===== config.mk =====
export PLATFORM = sky130hd
export DESIGN_NAME = axi_ooo_read_slave
export DESIGN_NICKNAME = d
export VERILOG_FILES = /design/src/rtl/axi_ooo_read_slave.sv
export SDC_FILE = /design/constraint.sdc
export NUM_CORES = 1
export LEC_CHECK = 0
export ABC_CLOCK_PERIOD_IN_PS = 7900
export CORE_ASPECT_RATIO = 1.75
export CORE_MARGIN = 3
export CORE_UTILIZATION = 50
export DETAILED_ROUTE_END_ITERATION = 7
export PLACE_DENSITY = 0.76
export SYNTH_ARGS = -nofsm -noshare
export SYNTH_HDL_FRONTEND = slang
export SYNTH_SLANG_ARGS = --single-unit

===== constraint.sdc =====
create_clock -name clk -period 7.9 [get_ports clk]
set_clock_uncertainty 0.1 [all_clocks]
set_input_delay 1.58 -clock clk [delete_from_list [all_inputs] [get_ports clk]]
set_output_delay 1.58 -clock clk [all_outputs]
set_load 0.01 [all_outputs]

===== src/rtl/axi_ooo_read_slave.sv =====
// Out-of-order AR/R read slave: holds up to DEPTH single-beat requests, each
// released after an LFSR-chosen delay; rdata carries the acceptance sequence number.
module axi_ooo_read_slave #(
  parameter int          DATA_WIDTH = 8,
  parameter int          ID_WIDTH   = 4,
  parameter int          DEPTH      = 8,
  parameter int          DELAY_W    = 3,
  parameter int          MIN_DELAY  = 1,
  parameter logic [15:0] LFSR_SEED  = 16'hACE1
) (
  input  logic                  clk,
  input  logic                  rst_n,
  input  logic [ID_WIDTH-1:0]   s_arid_i,
  input  logic                  s_arvalid_i,
  output logic                  s_arready_o,
  input  logic                  s_rready_i,
  output logic [DATA_WIDTH-1:0] s_rdata_o,
  output logic [ID_WIDTH-1:0]   s_rid_o,
  output logic                  s_rvalid_o
);

  localparam int CNT_W = $clog2(MIN_DELAY + 2**DELAY_W);
  localparam int IDX_W = $clog2(DEPTH);

  logic [DEPTH-1:0]      ent_valid;
  logic [ID_WIDTH-1:0]   ent_id  [DEPTH];
  logic [DATA_WIDTH-1:0] ent_seq [DEPTH];
  logic [CNT_W-1:0]      ent_cnt [DEPTH];

  logic [DATA_WIDTH-1:0] seq;
  logic [15:0]           lfsr;
  logic [15:0]           lfsr_next;
  logic [IDX_W-1:0]      rr_ptr;
  logic [IDX_W-1:0]      rr_next;

  logic                  full;
  logic                  id_busy;
  logic                  ar_hs;
  logic [IDX_W-1:0]      alloc_idx;
  logic [DEPTH-1:0]      elig;
  logic                  sel_found;
  logic [IDX_W-1:0]      sel_idx;
  logic [IDX_W-1:0]      cand;
  logic                  loadable;
  logic                  issue;
  logic [CNT_W-1:0]      new_cnt;

  assign full        = &ent_valid;
  assign s_arready_o = !full && !id_busy;
  assign ar_hs       = s_arvalid_i && s_arready_o;

  // Galois form of x^16+x^14+x^13+x^11+1, shifting right
  assign lfsr_next = {1'b0, lfsr[15:1]} ^ (lfsr[0] ? 16'hB400 : 16'h0000);
  assign new_cnt   = CNT_W'(MIN_DELAY) + CNT_W'(lfsr[DELAY_W-1:0]);

  always_comb begin
    id_busy = s_rvalid_o && (s_rid_o == s_arid_i);
    for (int unsigned i = 0; i < DEPTH; i++) begin
      if (ent_valid[i] && (ent_id[i] == s_arid_i)) id_busy = 1'b1;
    end
  end

  // Scan downward so the last write wins with the lowest free index
  always_comb begin
    alloc_idx = '0;
    for (int unsigned k = 0; k < DEPTH; k++) begin
      if (!ent_valid[DEPTH-1-k]) alloc_idx = IDX_W'(DEPTH - 1 - k);
    end
  end

  always_comb begin
    for (int unsigned i = 0; i < DEPTH; i++) begin
      elig[i] = ent_valid[i] && (ent_cnt[i] == '0);
    end
  end

  always_comb begin
    sel_found = 1'b0;
    sel_idx   = '0;
    cand      = '0;
    for (int unsigned k = 0; k < DEPTH; k++) begin
      cand = IDX_W'((32'(rr_ptr) + k) % DEPTH);
      if (!sel_found && elig[cand]) begin
        sel_found = 1'b1;
        sel_idx   = cand;
      end
    end
  end

  assign loadable = !s_rvalid_o || s_rready_i;
  assign issue    = loadable && sel_found;
  assign rr_next  = (sel_idx == IDX_W'(DEPTH - 1)) ? '0 : sel_idx + IDX_W'(1);

  // Allocated and issued indices are always distinct: one was free, the other valid
  always_ff @(posedge clk or negedge rst_n) begin
    if (!rst_n) begin
      ent_valid <= '0;
      for (int unsigned i = 0; i < DEPTH; i++) begin
        ent_id[i]  <= '0;
        ent_seq[i] <= '0;
        ent_cnt[i] <= '0;
      end
      seq    <= '0;
      lfsr   <= LFSR_SEED;
      rr_ptr <= '0;
    end else begin
      for (int unsigned i = 0; i < DEPTH; i++) begin
        if (ent_valid[i] && (ent_cnt[i] != '0)) ent_cnt[i] <= ent_cnt[i] - 1'b1;
        if (issue && (sel_idx == IDX_W'(i))) ent_valid[i] <= 1'b0;
        if (ar_hs && (alloc_idx == IDX_W'(i))) begin
          ent_valid[i] <= 1'b1;
          ent_id[i]    <= s_arid_i;
          ent_seq[i]   <= seq;
          ent_cnt[i]   <= new_cnt;
        end
      end
      if (ar_hs) begin
        seq  <= seq + 1'b1;
        lfsr <= lfsr_next;
      end
      if (issue) rr_ptr <= rr_next;
    end
  end

  always_ff @(posedge clk or negedge rst_n) begin
    if (!rst_n) begin
      s_rvalid_o <= 1'b0;
      s_rid_o    <= '0;
      s_rdata_o  <= '0;
    end else if (issue) begin
      s_rvalid_o <= 1'b1;
      s_rid_o    <= ent_id[sel_idx];
      s_rdata_o  <= ent_seq[sel_idx];
    end else if (s_rvalid_o && s_rready_i) begin
      s_rvalid_o <= 1'b0;
    end
  end

endmodule

==> flow_results.org, run 1 <==
** CTS
- # Post-CTS Setup Buffers :: 0
- Post-cts gate resize count :: 0
- The H-tree generated during clock tree synthesis spans 4 levels.
- Clock slew at the register clock pins of the worst setup and hold paths :: ~0.060 ns
- For the worst-skew pair, the clock arrives at the later sink with an insertion delay of 0.43 ns.
- TritonCTS buffer count :: 17
- The clock passes through at most 2 buffers.
- Library cell used as clock root buffer :: clkbuf_16
- Clock tree from TritonCTS :: built
- Hold bufs inserted after CTS :: 0
- For this design, the sink count on the clock tree is 176.

** Logic synthesis
- For this run, the leading register cell type out of synthesis is dfrtp_1.
- Synthesis handed over a netlist of 919 instances.
- Number of unique standard cell types used by synthesis :: 71
- Yosys attributes the largest share of cell area to dfrtp_1, mux2_2, nand2_1.
- Sorting the synthesized cells by how often they occur yields dfrtp_1, nand2_1, mux2_2.
- Number of nets produced by synthesis :: 951
- Post-synthesis instance area :: 9820 um^2
- dfrtp_1 takes more of the synthesized area than any other cell.
- Share of the synthesized area in the top cell type :: a little over two fifths
- Most frequent cell after synthesis :: dfrtp_1
- Yosys printed 0 warnings.
- Counting flops with a built-in enable in the synthesized netlist gives 0.
- Each instance of the synthesized netlist takes up on average 10.7 um^2.
- Asr flop ratio synth :: between 90% and 100%
- Synthesis inferred between 150 and 200 register bits.
- Sequential elements use 44.9% of the synthesized area.

** Run
- Across the run, the number of max-cap violations was 0.

** Timing
- Measured against its own limit, the worst slew margin works out to 22.9%.
- Max Clk Rate :: 0.172 GHz
- Max-slew violation count :: 0
- Total negative setup slack :: 0 ns
- The hold violation total from the final report is 0.
- Setup repair after global routing left no endpoint under its margin.
- Transition time at the pin with the least slew margin :: 1.15 ns
- Final Setup Violations :: 0
- Crit share post-route :: 73.6%
- Final critical-path required period :: 5.81 ns
- After layout, the worst setup slack is 2.09 ns.

** Placed design
- Number of input and output port buffers inserted :: 21
- At the placement stage, the worst setup path has a slack of 2.10 ns.
- Summing all placed instances gives a cell area of 10200 um^2.
- At the end of routability-driven placement, the weighted congestion stood at 0.860.
- Detailed placement ended at an HPWL of 15.2 mm.

** Finish
- Cells with a size suffix above 1 make up around 22% of the layout.
- After routing the design area is around 11000 um^2.
- Area growth from synthesis to final layout :: 10.0%
- After the last flow step, the layout net total stands at 942.
- Number of antenna repair diodes :: 0
- Fillcell total :: 1580
- Final core utilization :: between 50 and 60%

** Global routing
- First-pass GRT wire length :: 37.3 mm
- Aggregate global routing overflow :: 0
- Number of antenna violations at the first check in global routing :: 0
- Via count of the first global-routing pass :: 7236
- Entering global routing, the biggest net connects 104 pins.
- Across every metal layer, demand over resource in global routing totals 21.9%.

** Setup path
- In this design, the stage delay of the slowest critical-path cell is 0.98 ns.
- The worst setup path is launched from an input port.
- Signal arrival time at the worst endpoint :: 4.13 ns
- CP Class :: in -> out
- Together, buffers and inverters on the worst path number 3.
- Largest fanout of any net on the critical path :: 17
- STA classifies the critical path endpoint as an output port.
- STA puts the critical path data required time at 6.22 ns.
- Grouping stages by cell kind, the critical path spends the most delay in buffers and inverters.
- The slowest stage of the critical path belongs to the cell clkdlybuf4s50_1.
- Critical path cell sequence :: clkdlybuf4s50_1, xor2_1, nor3_1, nand3_1, o41ai_1, a311oi_1, nand3_1, inv_1, clkdlybuf4s50_1

** Drt
- Remaining number of nets flagged by the antenna check after routing :: 0
- Number of detailed-route iterations in the first pass :: 6
- Initial DRC Count :: 374
- In the routed design, unresolved DRC markers number 0.
- In the final routed layout, each cell accounts on average for 19.3 um.
- After detailed routing, the number of vias per cell comes to 5.95.
- Routed wire length :: 22.5 mm
- Number of vias in the routed layout :: 6931

** Power and ir drop
- Leakage component of the power :: 4.82 nW
- P per Cell Area :: 481 nW/um^2
- Peak ir drop on the vdd network :: about 0.41 mV

** Die
- From left edge to right edge, the die measures 112 um.
- Overall die area :: 21400 um^2
- Core Region :: 19200 um^2
- I/O pins :: 22
- Number of standard-cell rows in the floorplan :: 67
- In this run the vertical extent of the chip is ~190 um.
- Effective utilization at floorplan :: 51.2%

** Run status
- Outcome :: complete, no violations

** Hold path
- The min-delay analysis places its worst path in the category reg -> reg.
-- per-layer routing --
metal  vias to the layer above  wire (um)  track usage, %
met4                         0       1170            11.8
li1                       3221          -               -
met2                       146      11800            39.7
met5                         -          0               0
met1                      3493       8900            24.6
met3                        71        604            3.17
-- sequential cells by signal, indices dropped and copies added, names as in the netlist --
signal	flops
ent_cnt	32
s_rdata_o	8
s_rid_o	4
rr_ptr	3
ent_valid	8
seq	8
s_rvalid_o	1
ent_seq	64
ent_id	32
lfsr	16
-- cell families after synthesis --
kind of cell	Yosys count	synth area share [%]
simple gates	266	13.3
flops	176	44.9
mux	150	17.4
compound gates	141	10.6
buf+inv	86	3.94
xor+xnor	76	6.78
fa+ha+maj	24	3.06
-- worst reg2reg max path, cell delays in order (launching register included) --
cell and delay, ns:
dfrtp_1 0.63, inv_1 0.24, ha_1 0.47, nor2_1 0.32, a32oi_1 0.22, and2_1 0.21, a21oi_1 0.43, nor3_1 0.14
and2_1 0.23, a21o_1 0.52, nor3_2 1.01, nand2_1 0.24, nand3_1 0.16
-- final timing paths --
path	start	endpoint	slack [ns]	cells past startpoint
worst max-delay path	s_arid_i[2]	s_arready_o	2.09	9
worst min-delay path	lfsr[6]	lfsr[5]	0.36	2
worst max register to register	rr_ptr[0]	s_rdata_o[7]	2.91	12
worst min register to register	lfsr[6]	lfsr[5]	0.36	2
max in group asynchronous	rst_n	ent_id[14]	5.04	2
min in group asynchronous	rst_n	lfsr[14]	1.16	1
-- layout by cell type, fill, tap and decap left out, types with 10 or more instances in the layout --
cell type,n
a21o_1,10
a21oi_1,40
a22oi_1,19
buf_4,11
clkbuf_16,17
clkdlybuf4s50_1,20
dfrtp_1,168
ha_1,24
inv_1,24
mux2_2,111
mux2i_1,27
nand2_1,117
nand3_1,38
nor2_1,44
nor4_1,11
o21ai_0,14
o22a_1,12
xnor2_1,38
xor2_1,38
-- stage by stage --
stage,total power [mW],hold slack (ns),std cells
2_1_floorplan,3.66,0.335,919
3_3_place_gp,4.21,0.344,1132
3_5_place_dp,4.27,0.352,1132
4_1_cts,5.21,0.363,1164
5_1_grt,5.55,0.393,1164
6_report,5.20,0.362,1164
-- power by group --
group	switching, mW	leakage [nW]	internal, mW
registers	0.408	2.22	1.28
logic	1.41	2.29	1.18
clock network	0.375	0.310	0.540
total	2.19	4.82	3.00
-- cell type report --
type	instances	area [um^2]	area share, %
Clock buffer	17	425	3.94
Multi-Input combinational cell	657	5050	46.8
Sequential cell	176	4410	40.8
Clock inverter	15	219	2.03
Timing Repair Buffer	32	294	2.72
Inverter	26	97.6	0.903
Tap cell	241	302	2.79
No activity file was read; power rests on OpenSTA's default activity.
==> inputs of run 2 (changes only) <==
--- a/config.mk
+++ b/config.mk
@@ -5,12 +5,12 @@
 export SDC_FILE = /design/constraint.sdc
 export NUM_CORES = 1
 export LEC_CHECK = 0
-export ABC_CLOCK_PERIOD_IN_PS = 7900
+export ABC_CLOCK_PERIOD_IN_PS = 4900
 export CORE_ASPECT_RATIO = 1.75
 export CORE_MARGIN = 3
 export CORE_UTILIZATION = 50
 export DETAILED_ROUTE_END_ITERATION = 7
-export PLACE_DENSITY = 0.76
+export PLACE_DENSITY = 0.79
 export SYNTH_ARGS = -nofsm -noshare
 export SYNTH_HDL_FRONTEND = slang
 export SYNTH_SLANG_ARGS = --single-unit
==> constraint.sdc (replaced) <==
create_clock -name clk -period 4.9 [get_ports clk]
set_clock_uncertainty 0.1 [all_clocks]
set_input_delay 0.98 -clock clk [delete_from_list [all_inputs] [get_ports clk]]
set_output_delay 0.98 -clock clk [all_outputs]
set_load 0.01 [all_outputs]
==> flow_results.org, run 2 (synthesis gave the netlist of run 1 again) <==
** Placed design
- At the end of routability-driven placement, the weighted congestion stood at 0.894.
- Detailed-placement wirelength estimate :: ~16 mm
- Once placement completed, the tool counted placed cells totaling 1158.
- Number of input and output port buffers inserted :: 21

** Finish
- Number of antenna repair diodes :: 0
- The final layout contains 968 nets.
- Largest register FFs :: 64
- The filler cells instantiated in the layout total ~1500.
- Once layout is complete, the cells apart from fillers number approximately 1200.
- Registers with the highest flip-flop counts :: ent_seq (64), ent_cnt (32), ent_id (32)
- Layout cell share with drive strength beyond 1 :: between 20% and 30%
- Register with the most flip-flops :: ent_seq
- Commonest cells after routing, fill and taps aside :: dfrtp_1, nand2_1, mux2_2
- The library cell used most frequently in the layout, excluding fill and tap cells, is dfrtp_1.
- The area growth from synthesis to layout is 11.7%.

** Run
- The tool flagged a number of max-cap violations equal to 0.

** Setup path
- The startpoint identified for the worst register-to-register timing path is rr_ptr[0].
- The setup check on the worst reg-to-reg path leaves a slack of 0.53 ns.
- Worst reg2reg endpoint :: s_rid_o[1]
- CP bufs+invs :: 3
- The worst setup path is launched from an input port.
- Measured in cells, the most critical reg-to-reg path has a length of 13.
- Walking the worst path, the cells encountered are clkdlybuf4s50_1, xor2_1, nor3_1, nand3_1, o41ai_1, a311oi_1, nand3_1, inv_1, clkdlybuf4s50_1.
- Largest stage delay, worst path :: 0.85 ns
- STA puts the critical path data required time at 3.82 ns.
- On the critical path the largest part of the delay comes from buffers and inverters.
- The worst setup path is of the in -> out kind.
- Largest fanout of any net on the critical path :: 13
- The largest individual stage delay along the critical path comes from the cell clkdlybuf4s50_1.
- Signal arrival time at the worst endpoint :: 3.44 ns
- Worst Setup End Kind :: output port

** Timing
- Of the available clock period, the critical path in the final layout requires between 90% and 100%.
- Final Setup Violations :: 0
- The count of pins over their slew limit came to 0.
- For the pin with the worst max-slew slack, the measured transition is 0.937 ns.
- Setup repair after global routing left no endpoint under its margin.
- The hold violation total from the final report is 0.
- Total negative setup slack :: 0 ns
- Final critical-path required period :: 4.52 ns
- Slew Limit Headroom :: 37.6%
- Max Clk Rate :: 0.221 GHz

** Die
- The die covers 21400 um^2.
- Once the floorplan was initialized, standard cells occupied between 50% and 60% of the core.
- Row generation in the floorplan step produced 67 rows.
- Measured along the x axis, the die boundary spans 112 um.
- Core Region :: 19200 um^2
- Pin placement for this block handled 22 I/O pins.
- The floorplan step set the die height to about 190 um.

** CTS
- Counting along the longest clock path gives a buffer depth of 2.
- Clock Sink Count :: 176
- Insertion delay of the later-clocked pin in the worst-skew pair :: 0.43 ns
- TritonCTS created 17 clock buffers.
- Post-cts gate resize count :: 0
- Once the clock tree was built, the setup fixing pass inserted 0 buffers.
- In this run the number of H-tree levels came out at 4.
- Clock slew at the register clock pins of the worst setup and hold paths :: around 0.060 ns
- Buffers inserted to repair hold after CTS numbered 0.
- Clock tree from TritonCTS :: built
- Library cell used as clock root buffer :: clkbuf_16

** Power and ir drop
- The worst-case IR drop observed on VDD is 0.444 mV.
- P per Cell Area :: approximately 770 nW/um^2
- Leakage component of the power :: 4.94 nW

** Drt
- Post-route DRC violation count :: 0
- For this block, the via count after detailed routing is between 6000 and 7000.
- Number of detailed-route iterations in the first pass :: 8
- After detailed routing, the total wire length is 22.9 mm.
- After the first detailed-routing iteration, the DRC count stood at 405.
- Dividing the detail-routed wire length by the instance count gives 19.3 um.
- In the routed layout, each cell is associated on average with a via count of between 5 and 6.
- Once detail routing completed, the nets flagged for antenna violations numbered 0.

** Global routing
- Number of antenna violations at the first check in global routing :: 0
- The via count of the first global-routing pass was 7297.
- Overall track demand over capacity in global routing :: approximately 22%
- First-pass GRT wire length :: about 37 mm
- Aggregate global routing overflow :: 0
- Entering global routing, the biggest net connects approximately 100 pins.

** Hold path
- End of the worst hold path :: lfsr[5]
- Hold Startpoint :: lfsr[6]
- Class of the tightest hold or removal check :: reg -> reg
- Along the worst hold path, the cell count comes to 2.

** Run status
- Outcome :: complete, no violations
run 2: through the flow:
step	utilization [%]	cell area [um^2]	setup WS [ns]	total power, mW	hold slack, ns
after floorplan	-	9820	1.12	5.89	0.335
after global placement	54.1	10400	0.419	6.93	0.344
after detailed placement	54.1	10400	0.387	7.04	0.349
after CTS	57.2	11000	0.381	8.44	0.358
after global routing	57.2	11000	0.249	9.02	0.371
final	57.2	11000	0.379	8.43	0.356
run 2: area by class of cell:
class                      count  area [um^2]  share of cell area (%)
multi-input combinational    657         5050                    46.1
sequential                   176         4410                    40.2
timing repair buffer          58          514                    4.69
clock buffer                  18          439                    4.00
tap                          241          302                    2.75
clock inverter                13          151                    1.38
inverter                      26         97.6                   0.889
run 2: power breakdown:
part / switching (mW) / total [mW] / leakage (nW) / internal, mW
logic: 2.37 / 4.40 / 2.43 / 2.03
registers: 0.604 / 2.67 / 2.22 / 2.07
clock network: 0.586 / 1.36 / 0.282 / 0.772
run 2: how the worst max path moves through the flow:
stage,startpoint,to,slack [ns],depth (start not counted)
after floorplan,rr_ptr[1],s_rdata_o[1],1.12,15
after global placement,s_arid_i[2],s_arready_o,0.42,9
after detailed placement,s_arid_i[3],s_arready_o,0.39,9
after CTS,s_arid_i[3],s_arready_o,0.38,9
after global routing,s_arid_i[2],s_arready_o,0.25,9
final,s_arid_i[3],s_arready_o,0.38,9
run 2: metal layers:
| layer | routed length, um | part of all wire [%] | global-route usage [%] |
|---|---|---|---|
| met1 | 8820 | 38 | 24.2 |
| met2 | 12200 | 53 | 39.9 |
| met3 | 692 | 3.0 | 3.71 |
| met4 | 1230 | 5.4 | 12.2 |
| met5 | 0 | 0 | 0 |
run 2: tightest hold or removal path: stages (launching register included):
cell and delay, ns:
dfstp_2 0.37, nand2_1 0.05, nand2_1 0.04
